$ cat src/rtl/neurosync_medidor_faixa.sv
// neurosync_medidor_faixa: ultrasonic range meter with consecutive in-range hit detection
module neurosync_medidor_faixa #(
  parameter int TRIG_CYCLES     = 500,
  parameter int CM_CYCLES       = 2941,
  parameter int ECHO_TIMEOUT    = 1500000,
  parameter int INTERVAL_CYCLES = 3000000,
  parameter int HITS_REQ        = 3
) (
  input  logic       clock,
  input  logic       reset,
  input  logic       medir,
  input  logic       echo,
  input  logic [8:0] faixa_min,
  input  logic [8:0] faixa_max,
  output logic       trigger,
  output logic [8:0] distancia,
  output logic       pronto,
  output logic       medida_valida,
  output logic       acertou_faixa
);
  localparam int M1 = TRIG_CYCLES > CM_CYCLES ? TRIG_CYCLES : CM_CYCLES;
  localparam int M2 = ECHO_TIMEOUT > INTERVAL_CYCLES ? ECHO_TIMEOUT : INTERVAL_CYCLES;
  localparam int MX = M1 > M2 ? M1 : M2;
  localparam int CW = $clog2(MX + 1);
  localparam int HW = $clog2(HITS_REQ + 1);
  typedef enum logic [2:0] {IDLE, TRIG, ESPERA_ECO, MEDE, AVALIA, INTERVALO} state_t;
  state_t st, nxt;
  logic [CW-1:0] cnt;
  logic [8:0] cm, cm_n;
  logic [HW-1:0] hits;
  logic echo_m, echo_s, echo_d, rise, wrap, ok, in_range, enter_av;
  assign rise     = echo_s & ~echo_d;
  assign wrap     = cnt == CW'(CM_CYCLES - 1);
  assign cm_n     = cm + 9'(wrap);
  assign in_range = cm_n >= faixa_min && cm_n <= faixa_max;
  assign enter_av = nxt == AVALIA;
  assign trigger  = st == TRIG;
  always_comb begin
    nxt = st;
    ok  = 1'b0;
    case (st)
      IDLE:       nxt = medir ? TRIG : IDLE;
      TRIG:       nxt = cnt == CW'(TRIG_CYCLES - 1) ? ESPERA_ECO : TRIG;
      ESPERA_ECO: nxt = rise ? MEDE : cnt == CW'(ECHO_TIMEOUT - 1) ? AVALIA : ESPERA_ECO;
      // the falling cycle is counted too, so the edge-detect cycle spent in ESPERA_ECO is not lost
      MEDE: begin
        nxt = (wrap && cm == 9'd510) || !echo_s ? AVALIA : MEDE;
        ok  = !echo_s && !(wrap && cm == 9'd510);
      end
      AVALIA:     nxt = INTERVALO;
      INTERVALO:  nxt = cnt == CW'(INTERVAL_CYCLES - 1) ? TRIG : INTERVALO;
      default:    nxt = IDLE;
    endcase
    if (!medir) nxt = IDLE;
  end
  always_ff @(posedge clock) begin
    if (reset) begin
      st            <= IDLE;
      echo_m        <= 1'b0;
      echo_s        <= 1'b0;
      echo_d        <= 1'b0;
      cnt           <= '0;
      cm            <= '0;
      hits          <= '0;
      distancia     <= '0;
      pronto        <= 1'b0;
      medida_valida <= 1'b0;
      acertou_faixa <= 1'b0;
    end else begin
      st            <= nxt;
      echo_m        <= echo;
      echo_s        <= echo_m;
      echo_d        <= echo_s;
      cnt           <= (st == IDLE || nxt != st || (st == MEDE && wrap)) ? '0 : cnt + 1'b1;
      cm            <= st == MEDE ? cm_n : '0;
      pronto        <= enter_av;
      medida_valida <= enter_av ? ok : medida_valida;
      distancia     <= enter_av && ok ? cm_n : distancia;
      hits          <= nxt == IDLE ? '0 :
                       !enter_av ? hits :
                       !(ok && in_range) ? '0 :
                       hits == HW'(HITS_REQ) ? hits : hits + 1'b1;
      acertou_faixa <= medir && hits == HW'(HITS_REQ);
    end
  end
endmodule

$ cat config.mk
export PLATFORM = sky130hd
export DESIGN_NAME = neurosync_medidor_faixa
export DESIGN_NICKNAME = d
export VERILOG_FILES = /design/src/rtl/neurosync_medidor_faixa.sv
export SDC_FILE = /design/constraint.sdc
export NUM_CORES = 1
export LEC_CHECK = 0
export BUFFER_PORTS_ARGS = -buffer_cell sky130_fd_sc_hd__buf_4
export CORE_ASPECT_RATIO = 2
export CORE_UTILIZATION = 45
export DETAILED_ROUTE_END_ITERATION = 16
export PLACE_DENSITY = 0.66
export SLEW_MARGIN = 10
export SYNTH_ARGS = -nofsm -noshare
export SYNTH_HDL_FRONTEND = slang
export SYNTH_SLANG_ARGS = --single-unit
$ cat constraint.sdc
create_clock -name clock -period 3.51 [get_ports clock]
set_input_delay 0.702 -clock clock [delete_from_list [all_inputs] [get_ports clock]]
set_output_delay 0.702 -clock clock [all_outputs]
set_load 0.02 [all_outputs]
==> results.md, run 1 <==
- In this run, CTS created clock tree buffers numbering 5.
- STA puts the critical path data required time at 3.68 ns.
- The total placed instance area is 0.00340 sq mm.
- Max-cap violations in this run came to 0.
- The shortest clock period the worst path allows after layout is around 3.4 ns.
- The area inside the core boundary is between 0.006 and 0.007 sq mm.
- The top cell type by area accounts for 35.1% of the synthesized area.
- The number of global-route vias before repair is ~2,800.
- The global placer's final weighted congestion is around 0.94.
- The CTS tree is built.
- The slowest stage of the critical path is the sky130_fd_sc_hd__or4_4 cell.
- Data on the critical path arrives at its endpoint at 3.56 ns.
- The power per unit of standard cell area is 327 mW/mm^2.
- The half-perimeter wire length of the detailed placement result is 6010 microns.
- Compared with the post-synthesis result, the final layout area differs by 27.3%.
- The design internal power is 0.952 mW.
- The number of nets in the synthesized netlist is between 300 and 400.
- The number of antenna violations at the first check in global routing is 0.
- The total number of vias is 2,741.
- STA classifies the critical path startpoint as a register.
- The cell area that synthesis handed to floorplanning was 0.00291 sq mm.
- The share of synthesized flip-flops with an asynchronous set or reset is 0%.
- The hold violation total from the final report is 0.
- The library cell occupying the most area in the post-synthesis netlist is sky130_fd_sc_hd__dfxtp_1.
- The buffer depth of the longest clock path is 2.
- The count of buffers from port buffering is 34.
- The static power due to leakage is 1.46 nW.
- The clock latency at the later pin of the worst-skew pair is around 0.3 ns.
- The smallest setup slack after layout is around 0.13 ns.
- The max-slew violation count was 0.
- The part of the total power dissipated in combinational logic is about 5%.
- Row generation in the floorplan step produced 41 rows.
- After detailed routing, the number of remaining DRC violations is 0.
- For this design, the sink count on the clock tree is 51.
- Once detail routing completed, the nets flagged for antenna violations numbered 0.
- The worst clock skew is 0.00706 ns.
- The transition time at the pin with the least slew margin is 0.826 ns.
- The maximum clock frequency is 296 MHz.
- The largest net degree at the start of global routing is 23.
- In this run the clock root is driven by a sky130_fd_sc_hd__clkbuf_16.
- After layout, the worst path uses 96.4% of the clock period.
- The starting DRC count in detailed routing is 95.
- The start-to-end type of the worst setup path is reg2reg.
- The number of enable-type register cells in the synthesized netlist is 0.
- The number of hold buffers added after CTS was 0.
- On the worst path, the slowest cell contributes a delay of about 0.54 ns.
- The sequential cell fraction of total power is 48.1%.
- Counting flops and latches in the post-synthesis netlist gives slightly above 50.
- Once layout is done, the placed cells without fillers occupy 0.00370 sq mm.
- The clock transition time at the flip-flop clock pins of the worst setup and hold paths is 0.07 ns.
- The first global-routing pass estimated 12,700 microns of wire.
- The synthesized area per cell is approximately 8.3 sq um.
- After detailed routing, the number of vias per cell comes to 5.50.
- The flow ran to the end, and the final reports show no timing, DRC or antenna violations.
- 35 I/O pins were placed.
- The initial utilization of the core area, before any placement, comes to 46.5%.
- 0 antenna diodes ended up in the layout.
- The net total in the final layout is 456.
- The horizontal extent of the die is 58.9 microns.
- The synthesized netlist contains 52 unique library cells.
- The net switching fraction of the power is between 20 and 25%.
- Summed over all nets, the switching power comes to 0.261 mW.
- The worst setup slack after placement is -0.210 ns.
- Setup violations remaining at the end of the flow were counted as 0.
- The synthesis warning total is 0.
- After detailed routing, the average wire length per cell comes to 15.5 microns.
- The H-tree generated during clock tree synthesis spans 2 levels.
- The worst hold-check path type is reg2reg.
- STA classifies the critical path endpoint as a register.
- The share of synthesized area occupied by flip-flops and latches is 35.1%.
- Setup repair after global routing could not meet its margin everywhere.
- For this run the aggregate overflow at the end of global routing stands at 0.
- Across the VDD grid, the largest voltage drop is 0.469 mV.
- The share of power burned in the clock network is 47.0%.
- The worst pin sits at a relative slew slack of 44.8%.
- The cell count after synthesis is 351.
- In this run the worst path has a maximum fanout of 3.
- The vertical die dimension is 116 microns.
- By area the synthesized netlist is led by sky130_fd_sc_hd__dfxtp_1 35%, sky130_fd_sc_hd__ha_1 9.9%, sky130_fd_sc_hd__nor3_1 7.9%.
- The die area is 0.00681 sq mm.
- Wires add up to approximately 7700 microns.
- Of the cells placed in the final design, the portion with a size suffix greater than 1 is 23.5%.
- The most frequently used flop master after synthesis is sky130_fd_sc_hd__dfxtp_1.
- The total global routing track utilization is 25.0%.
- The first detailed-routing pass ran for 4 iterations.
- The critical path goes through nand4_1, or4_4, nor2_4, ha_4, ha_4, buf_4, nand3_1, xnor2_1, buf_4, ha_1, a21o_1, a2111oi_0, o21ai_0, a32oi_1, mux2i_1.
==> cells in the mapped netlist, types with 8 or more instances <==
cell and n:
sky130_fd_sc_hd__dfxtp_1 51, sky130_fd_sc_hd__nor3_1 46, sky130_fd_sc_hd__inv_1 33, sky130_fd_sc_hd__ha_1 23, sky130_fd_sc_hd__xnor2_1 21, sky130_fd_sc_hd__nor2_1 20, sky130_fd_sc_hd__nand2_1 19, sky130_fd_sc_hd__nand3_1 14
sky130_fd_sc_hd__a21oi_1 13, sky130_fd_sc_hd__nand4_1 13, sky130_fd_sc_hd__nor2b_1 13, sky130_fd_sc_hd__clkbuf_1 8, sky130_fd_sc_hd__o21ai_0 8
==> layout by cell type, fill, tap and decap left out, drive strengths merged, types with 4 or more instances in the layout <==
cell    synthesis  layout
xor2            6       6
ha             23      23
a211oi          4       4
nand3          14      14
o21ai           9       9
and3            4       4
nor2b          13      13
nand4          13      13
nor2           20      20
nor4            4       4
nand2          19      19
inv            33      34
nand2b          5       5
nor3           46      46
buf             4      65
dfxtp          51      51
a21oi          14      14
xnor2          21      21
clkbuf          8       5
==> layout make-up <==
class / instances / area, sq um
well taps: 86 / 108
flip-flops and latches: 51 / 1030
repair buffers: 65 / 488
clock buffers: 5 / 125
clock inverters: 3 / 47.5
inverters: 33 / 124
multi-input cells: 255 / 1780
fillers: 607 / 2560
==> per-stage QoR <==
step	hold WS (ns)	util, %	TNS, ns	instances	power [mW]
2_1_floorplan	0.414	-	0	351	0.625
6_report	0.444	59.2	0	498	1.21
5_1_grt	0.459	59.2	-0.227	498	1.25
4_1_cts	0.445	58.6	-0.147	496	1.22
3_5_place_dp	0.430	54.4	-0.404	485	0.654
3_3_place_gp	0.416	54.4	-0.0407	485	0.653
==> power groups by stage <==
stage               combinational (mW)  clock (mW)  sequential, mW
finish                          0.0594       0.570           0.583
global route                    0.0673       0.601           0.583
CTS                             0.0594       0.577           0.583
detailed placement              0.0579           0           0.596
global placement                0.0564           0           0.596
floorplan                       0.0297           0           0.595
==> final timing paths <==
path | slack [ns] | endpoint | from | cells past startpoint
worst max register to register | 0.13 | hits[0] | cnt[4] | 15
worst min-delay path | 0.44 | echo_s | echo_m | 1
worst max-delay path | 0.13 | hits[0] | cnt[4] | 15
worst min register to register | 0.44 | echo_s | echo_m | 1
==> layer usage <==
metal / GRT usage [%] / share of wire [%] / wire [microns]
met1: 23.0 / 35 / 2690
met2: 47.9 / 58 / 4440
met5: 0 / 0 / 0
met3: 3.24 / 2.2 / 166
met4: 17.3 / 5.3 / 410
==> flip-flops by register name (all words and copies together), names as in the netlist <==
signal / count
acertou_faixa: 1
cm: 9
cnt: 22
distancia: 9
echo_d: 1
echo_m: 1
echo_s: 1
hits: 2
medida_valida: 1
pronto: 1
st: 3
==> logic make-up (layout without fill, tap and decap cells) <==
group	after synthesis	in the layout	share of synthesized area (%)
simple gates	155	155	28.4
flops	51	51	35.1
mux	1	1	0.344
buf+inv	45	106	6.49
xor+xnor	27	27	8.13
fa+ha+maj	23	23	9.89
compound gates	49	49	11.7
==> repair_timing <==
action	in CTS	in global routing
pin swaps	9	7
endpoints found under the setup margin	2	2
gates resized for setup	20	3
setup buffers	3	2
==> critical path, delay by kind of cell (launching register included) <==
kind / cells / cell delay, ns
muxes: 1 / 0.11
AOI/OAI and AO/OA: 4 / 1.00
and+or+nand+nor: 4 / 0.91
adders and majority gates: 3 / 0.47
DFF: 1 / 0.33
buffers and inverters: 2 / 0.27
xor gates and xnor gates: 1 / 0.16
Power figures use the tool's default switching activity.
==> run 2, diff against run 1 <==
--- a/config.mk
+++ b/config.mk
@@ -10,6 +10,7 @@
 export CORE_UTILIZATION = 45
 export DETAILED_ROUTE_END_ITERATION = 16
 export PLACE_DENSITY = 0.66
+export RECOVER_POWER = 25
 export SLEW_MARGIN = 10
 export SYNTH_ARGS = -nofsm -noshare
 export SYNTH_HDL_FRONTEND = slang
==> constraint.sdc (replaced) <==
create_clock -name clock -period 3.51 [get_ports clock]
set_input_delay 1.053 -clock clock [delete_from_list [all_inputs] [get_ports clock]]
set_output_delay 1.053 -clock clock [all_outputs]
set_load 0.02 [all_outputs]
==> run 2 against run 1 <==
Against the previous run: setup slack better by 0.00054 ns; design area is 1.0% lower; power hardly changed; first-iteration DRC count unchanged; fmax barely moved; sequential power about the same; critical endpoint unchanged; highest routed layer unchanged.
==> results.md, run 2 (synthesis results as in run 1) <==
- The most common cell after layout, fill and taps aside was sky130_fd_sc_hd__buf_4 (unchanged).
- The total number of vias is 2,739 (was 2,741).
- The wire length reported by the detailed router is 7720 microns (was 7710 microns).
- Run status: complete, no violations (unchanged).
- The post-route antenna net violation count is 0 (unchanged).
- The power per unit of standard cell area is 331 mW/mm^2 (was 327 mW/mm^2).
- The start-to-end type of the worst setup path is reg2reg (unchanged).
- The worst setup path startpoint is cnt[4] (unchanged).
- The effective utilization at floorplan is 46.5% (unchanged).
- The clock transition time at the flip-flop clock pins of the worst setup and hold paths came to 0.07 ns (about the same).
- The final instance area is 0.00366 sq mm (was 0.00370 sq mm).
- The critical path endpoint is hits[0] (unchanged).
- The kind of launch point of the worst setup path is a register (unchanged).
- The total congestion overflow is 0 (unchanged).
- The CTS tree is built (unchanged).
- The starting DRC count in detailed routing is 95 (unchanged).
- The top-level I/O count came to 35 (unchanged).
- The start point of the worst min-delay path is echo_m (unchanged).
- The transition time at the pin with the least slew margin was 0.827 ns (was 0.826 ns).
- The arrival time of the worst setup path is 3.56 ns (about the same).
- The fraction of layout cells with a size suffix above 1 is 21.1% (was 23.5%).
- The horizontal extent of the die is 58.9 microns (unchanged).
- The number of antenna violations at the first check in global routing is 0 (unchanged).
- The data required time of the worst path was 3.68 ns (about the same).
- The net switching component of the power is 0.261 mW (about the same).
- The total inserted antenna cells is 0 (unchanged).
- The vertical die dimension is 116 microns (unchanged).
- The H-tree depth is 2 (unchanged).
- The worst setup slack after placement was -0.210 ns (unchanged).
- The capture instance of the worst register-to-register path is hits[0] (unchanged).
- The register name with the most flops is cnt (unchanged).
- The clock latency at the later pin of the worst-skew pair is 0.30 ns (about the same).
- The global-route wire length before repair was 12,700 microns (unchanged).
- The smallest setup slack after layout is 0.127 ns (was 0.126 ns).
- The largest incremental delay on the critical path is 0.54 ns (about the same).
- The beginning of the worst register-to-register path is cnt[4] (unchanged).
- The power after layout is 1.21 mW (about the same).
- The maximum clock frequency came to 296 MHz (about the same).
- The maximum resistive drop on vdd is 0.469 mV (about the same).
- The design internal power is 0.951 mW (was 0.952 mW).
- The worst hold-check path type is reg2reg (unchanged).
- The number of optimization iterations in the first detailed-route pass was 4 (unchanged).
- The flip-flop count of the largest register, all copies and words added is 22 (unchanged).
- The hold path depth was 1 (unchanged).
- The post-layout instance count excluding filler cells is 498 (unchanged).
- The worst clock skew was 0.00732 ns (was 0.00706 ns).
- The setup TNS is 0 ns (unchanged).
- The synthesis-to-layout area growth is 26.0% (was 27.3%).
- The average wire length per cell after detail routing is 15.5 microns (about the same).
- The total of hold buffers inserted after clock tree synthesis is 0 (unchanged).
- The number of buffers inserted during clock tree synthesis is 5 (unchanged).
- The average vias per placed instance came to 5.50 (about the same).
- The share of the clock period used by the worst path is 96.4% (about the same).
- Unrepaired setup endpoints after global routing: yes (unchanged).
- The clock sink count came to 51 (unchanged).
- The number of global-route vias before repair is 2,766 (unchanged).
- The share of power burned in the clock network is 47.0% (about the same).
- Largest registers: cnt: 22 flops, cm: 9 flops, distancia: 9 flops (unchanged).
- The max-slew violation count is 0 (unchanged).
- The global placer's final weighted congestion is 0.937 (unchanged).
- The number of setup violations in the final report was 0 (unchanged).
- The slack of the worst reg-to-reg path was 0.13 ns (about the same).
- The sequential cell fraction of total power is 48.1% (about the same).
- The area inside the core boundary is 0.00626 sq mm (unchanged).
- The die area was 0.00681 sq mm (unchanged).
- The clock tree root buffer cell is sky130_fd_sc_hd__clkbuf_16 (unchanged).
- The placed instance count came to 485 (unchanged).
- The remaining max-slew budget at the tightest pin is 44.8% (about the same).
- The half-perimeter wire length of the detailed placement result is 6010 microns (unchanged).
- The cell with the largest stage delay on the worst path was sky130_fd_sc_hd__or4_4 (unchanged).
- Leading cell types in the layout, fill and taps excluded: 55 x sky130_fd_sc_hd__buf_4, 46 x sky130_fd_sc_hd__nor3_1, 45 x sky130_fd_sc_hd__dfxtp_1 (was 65 x sky130_fd_sc_hd__buf_4, 46 x sky130_fd_sc_hd__nor3_1, 45 x sky130_fd_sc_hd__dfxtp_1).
- The net total in the final layout was 456 (unchanged).
- The largest fanout on the critical path is 3 (unchanged).
- The final worst hold slack is 0.443 ns (was 0.444 ns).
- The largest net degree at the start of global routing came to 23 (unchanged).
- The depth of the worst register-to-register path is 15 (unchanged).
- The max-capacitance violation count came to 0 (unchanged).
- The total placed instance area is 0.00340 sq mm (unchanged).
- The static power due to leakage is 1.42 nW (was 1.46 nW).
- The total global routing track utilization is 25.0% (unchanged).
- The net switching fraction of the power is 21.5% (about the same).
- The buffer depth of the longest clock path is 2 (unchanged).
- The critical path endpoint category is a register (unchanged).
- The final core utilization is 58.6% (was 59.2%).
- The part of the total power dissipated in combinational logic came to 4.9% (about the same).
- The count of buffers from port buffering came to 34 (unchanged).
- The shortest clock period the worst path allows after layout is 3.38 ns (about the same).
- The hold violation total from the final report is 0 (unchanged).
- The number of DRC violations after detailed routing is 0 (unchanged).
- Critical Path, Cell by Cell: nand4_1, or4_4, nor2_4, ha_4, ha_4, buf_4, nand3_1, xnor2_1, buf_4, ha_1, a21o_1, a2111oi_0, o21ai_0, a32oi_1, mux2i_1 (unchanged).
- The number of placement rows is 41 (unchanged).
[run 2: cell types whose count changed in the layout (fill, tap and decap cells not counted), sizes merged]
| cell | delta |
|---|---|
| clkbuf | +10 |
| buf | -10 |
[run 2: worst min-delay path by stage]
stage             end  slack [ns]
6_report       echo_s        0.44
5_1_grt        echo_s        0.46
4_1_cts        echo_s        0.45
3_5_place_dp   echo_s        0.43
3_3_place_gp   echo_s        0.42
2_1_floorplan  echo_s        0.41
[run 2: timing repair]
| action | 4_1_cts | 5_1_grt |
|---|---|---|
| resized for setup | 20 | 3 |
| pin swaps | 9 | 7 |
| cloned | 0 | 0 |
| buffers inserted | 3 | 2 |
| endpoints found under the setup margin | 2 | 2 |
[run 2: cell type report]
type | instances | area (sq um)
clock buffer | 5 | 125
clock inverter | 3 | 47.5
fill | 618 | 2590
inverter | 33 | 124
multi-input combinational | 255 | 1780
sequential | 51 | 1030
tap | 86 | 108
timing repair buffer | 65 | 450
[run 2: per-layer routing]
layer | track usage (%) | wire, microns
met2 | 47.9 | 4450
met1 | 23.0 | 2700
met4 | 17.3 | 410
met3 | 3.24 | 165
met5 | 0 | 0
[run 2: critical path: cells and delay by family (launching register included)]
kind	cells	cell delay, ns
AND/OR/NAND/NOR	4	0.91
buffers and inverters	2	0.27
adder cells (fa/ha/maj)	3	0.47
multiplexers	1	0.11
XOR/XNOR	1	0.16
AO/OA/AOI/OAI	4	1.00
flip-flops	1	0.33
[run 2: power groups by stage]
stage	Sequential, mW	Combinational, mW	Clock [mW]
2_1_floorplan	0.595	0.0297	0
3_3_place_gp	0.596	0.0564	0
3_5_place_dp	0.596	0.0579	0
4_1_cts	0.583	0.0594	0.577
5_1_grt	0.583	0.0668	0.601
6_report	0.583	0.0588	0.570
==> run 3, diff against run 2 <==
--- a/config.mk
+++ b/config.mk
@@ -6,7 +6,7 @@
 export NUM_CORES = 1
 export LEC_CHECK = 0
 export BUFFER_PORTS_ARGS = -buffer_cell sky130_fd_sc_hd__buf_4
-export CORE_ASPECT_RATIO = 2
+export CORE_ASPECT_RATIO = 1.1
 export CORE_UTILIZATION = 45
 export DETAILED_ROUTE_END_ITERATION = 16
 export PLACE_DENSITY = 0.66
==> constraint.sdc (replaced) <==
create_clock -name clock -period 3.51 [get_ports clock]
set_input_delay 0 -clock clock [delete_from_list [all_inputs] [get_ports clock]]
set_output_delay 0 -clock clock [all_outputs]
set_load 0.02 [all_outputs]
==> run 3 against run 2 <==
Against the previous run: setup slack worse by 0.081 ns; sequential share of layout area increased by 0.26 points; via count shrank 1.7%; fmax decreased by 2.3%; largest power group unchanged; worst hold slack improved by 0.0062 ns; clock power shrank 35%; highest routed layer unchanged; flip-flop and latch count is the same; utilization down 0.21 points; critical endpoint is now hits[1].
==> results.md, run 3 (synthesis results as in run 1) <==
- The starting DRC count in detailed routing is 181 (was 95).
- The final worst hold slack is 0.449 ns (was 0.443 ns).
- The effective utilization at floorplan is 47.0% (was 46.5%).
- The maximum resistive drop on vdd is 0.232 mV (was 0.469 mV).
- The smallest setup slack after layout was 0.0459 ns (was 0.127 ns).
- Unrepaired setup endpoints after global routing: yes (unchanged).
- The worst hold-check path type is in2reg (was reg2reg).
- The power after layout is 1.01 mW (was 1.21 mW).
- The average wire length per cell after detail routing is 14.9 microns (was 15.5 microns).
- The final instance area is 0.00361 sq mm (was 0.00366 sq mm).
- The static power due to leakage is 1.40 nW (was 1.42 nW).
- The half-perimeter wire length of the detailed placement result came to 5380 microns (was 6010 microns).
- The buffer depth of the longest clock path is 2 (unchanged).
- The share of power burned in the clock network is 36.4% (was 47.0%).
- The transition time at the pin with the least slew margin is 0.876 ns (was 0.827 ns).
- The flip-flop count of the largest register, all copies and words added was 22 (unchanged).
- The number of antenna violations at the first check in global routing is 0 (unchanged).
- Run status: complete, no violations (unchanged).
- The max-slew violation count is 0 (unchanged).
- The total congestion overflow is 0 (unchanged).
- The shortest clock period the worst path allows after layout was 3.46 ns (was 3.38 ns).
- The share of the clock period used by the worst path is 98.7% (was 96.4%).
- The sequential cell fraction of total power was 57.5% (was 48.1%).
- The number of placement rows was 30 (was 41).
- The number of DRC violations after detailed routing is 0 (unchanged).
- The global placer's final weighted congestion is 0.894 (was 0.937).
- The critical path endpoint category is a register (unchanged).
- The capture instance of the worst register-to-register path is hits[1] (was hits[0]).
- The number of global-route vias before repair is 2,766 (unchanged).
- The H-tree depth came to 2 (unchanged).
- The power per unit of standard cell area is 281 mW/mm^2 (was 331 mW/mm^2).
- The fraction of layout cells with a size suffix above 1 is 19.5% (was 21.1%).
- The worst clock skew is 0.00734 ns (was 0.00732 ns).
- The clock transition time at the flip-flop clock pins of the worst setup and hold paths is 0.10 ns (was 0.07 ns).
- The register name with the most flops is cnt (unchanged).
- The total number of vias was 2,693 (was 2,739).
- The hold violation total from the final report is 0 (unchanged).
- The largest net degree at the start of global routing is 23 (unchanged).
- The largest fanout on the critical path is 3 (unchanged).
- The number of setup violations in the final report came to 0 (unchanged).
- The data required time of the worst path is 3.75 ns (was 3.68 ns).
- The CTS tree is built (unchanged).
- The worst hold path endpoint is hits[0] (was echo_s).
- Largest registers: cnt: 22 flops, cm: 9 flops, distancia: 9 flops (unchanged).
- The global-route wire length before repair came to 12,500 microns (was 12,700 microns).
- The total global routing track utilization is 23.2% (was 25.0%).
- The kind of launch point of the worst setup path is a register (unchanged).
- The beginning of the worst register-to-register path is cnt[0] (was cnt[4]).
- The start-to-end type of the worst setup path is reg2reg (unchanged).
- The number of buffers inserted during clock tree synthesis is 5 (unchanged).
- The final core utilization came to 58.3% (was 58.6%).
- The max-capacitance violation count is 0 (unchanged).
- The average vias per placed instance is 5.43 (was 5.50).
- The area inside the core boundary was 0.00619 sq mm (was 0.00626 sq mm).
- The remaining max-slew budget at the tightest pin is 41.5% (was 44.8%).
- The most common cell after layout, fill and taps aside is sky130_fd_sc_hd__buf_4 (unchanged).
- The net switching component of the power was 0.253 mW (was 0.261 mW).
- The maximum clock frequency came to 289 MHz (was 296 MHz).
- The design internal power came to 0.762 mW (was 0.951 mW).
- The start point of the worst min-delay path is faixa_min[6] (was echo_m).
- The synthesis-to-layout area growth is 24.2% (was 26.0%).
- The net total in the final layout is 460 (was 456).
- The total placed instance area is 0.00339 sq mm (was 0.00340 sq mm).
- The die area came to 0.00679 sq mm (was 0.00681 sq mm).
- The post-route antenna net violation count is 0 (unchanged).
- The vertical die dimension was 86.3 microns (was 116 microns).
- The net switching fraction of the power came to 24.9% (was 21.5%).
- The clock tree root buffer cell is sky130_fd_sc_hd__clkbuf_8 (was sky130_fd_sc_hd__clkbuf_16).
- The depth of the worst register-to-register path came to 16 (was 15).
- The clock sink count is 51 (unchanged).
- The slack of the worst reg-to-reg path is 0.05 ns (was 0.13 ns).
- The part of the total power dissipated in combinational logic is 6.1% (was 4.9%).
- The count of buffers from port buffering is 34 (unchanged).
- The worst setup slack after placement was -0.244 ns (was -0.210 ns).
- Leading cell types in the layout, fill and taps excluded: 52 x sky130_fd_sc_hd__buf_4, 49 x sky130_fd_sc_hd__dfxtp_1, 46 x sky130_fd_sc_hd__nor3_1 (was 55 x sky130_fd_sc_hd__buf_4, 46 x sky130_fd_sc_hd__nor3_1, 45 x sky130_fd_sc_hd__dfxtp_1).
- The number of optimization iterations in the first detailed-route pass is 5 (was 4).
- The arrival time of the worst setup path is 3.71 ns (was 3.56 ns).
- The clock latency at the later pin of the worst-skew pair is 0.31 ns (was 0.30 ns).
- The top-level I/O count is 35 (unchanged).
- The horizontal extent of the die came to 78.7 microns (was 58.9 microns).
- The hold path depth came to 7 (was 1).
- The wire length reported by the detailed router is 7380 microns (was 7720 microns).
- The total inserted antenna cells is 0 (unchanged).
## run 3: changes by cell type in the layout (fill, tap and decap cells not counted), moves of 3 or more
cell | before | now
sky130_fd_sc_hd__dlygate4sd3_1 | 0 | 4
sky130_fd_sc_hd__clkbuf_1 | 10 | 13
sky130_fd_sc_hd__dfxtp_1 | 45 | 49
sky130_fd_sc_hd__clkbuf_16 | 5 | 0
sky130_fd_sc_hd__clkbuf_8 | 0 | 5
sky130_fd_sc_hd__dfxtp_2 | 6 | 2
sky130_fd_sc_hd__buf_4 | 55 | 52
## run 3: cell type report
class                      count  area (sq um)
timing repair buffer          69           479
clock buffer                   5          68.8
inverter                      33           124
sequential                    51          1020
multi-input combinational    255          1790
clock inverter                 3          28.8
tap                           80           100
fill                         595          2580
## run 3: power by group through the flow
stage / combinational, mW / sequential, mW / clock, mW
floorplan: 0.0297 / 0.595 / 0
global placement: 0.0560 / 0.596 / 0
detailed placement: 0.0570 / 0.596 / 0
CTS: 0.0619 / 0.583 / 0.372
global route: 0.0699 / 0.584 / 0.400
finish: 0.0623 / 0.583 / 0.369
## run 3: what timing repair did
action	CTS	global route
endpoints found under the hold margin	6	0
pin swaps	7	6
buffers inserted	3	2
hold buffers	4	0
gates cloned	0	0
endpoints found under the setup margin	2	2
resized for setup	18	3
## run 3: worst max-delay path: stages, from the launching register on
cell	delay, ns
sky130_fd_sc_hd__dfxtp_2	0.34
sky130_fd_sc_hd__inv_2	0.07
sky130_fd_sc_hd__ha_4	0.13
sky130_fd_sc_hd__nand4_1	0.06
sky130_fd_sc_hd__or4_4	0.44
sky130_fd_sc_hd__nor2_4	0.13
sky130_fd_sc_hd__ha_4	0.16
sky130_fd_sc_hd__ha_4	0.13
sky130_fd_sc_hd__nand4_1	0.13
sky130_fd_sc_hd__xnor2_2	0.18
sky130_fd_sc_hd__ha_2	0.19
sky130_fd_sc_hd__or4_4	0.54
sky130_fd_sc_hd__a221oi_2	0.22
sky130_fd_sc_hd__a211oi_2	0.12
sky130_fd_sc_hd__nor4_2	0.20
sky130_fd_sc_hd__a32oi_1	0.18
sky130_fd_sc_hd__o22ai_1	0.17
## run 3: worst max path at each step
stage | to | slack (ns) | start
6_report | hits[1] | 0.05 | cnt[0]
5_1_grt | hits[1] | -0.08 | cnt[0]
4_1_cts | hits[1] | -0.07 | cnt[0]
3_5_place_dp | hits[1] | -0.24 | cnt[1]
3_3_place_gp | hits[1] | -0.02 | cnt[1]
2_1_floorplan | hits[1] | 0.06 | cnt[0]
## run 3: stage by stage
stage,setup TNS (ns),cells
2_1_floorplan,0,351
6_report,0,496
4_1_cts,-0.102,494
3_5_place_dp,-0.461,479
5_1_grt,-0.157,496
3_3_place_gp,-0.0268,479
## run 3: metal layers
layer / GRT usage [%] / wire length, microns
met5: 0 / 0
met4: 7.41 / 85
met3: 3.79 / 175
met2: 43.7 / 3950
met1: 26.5 / 3180
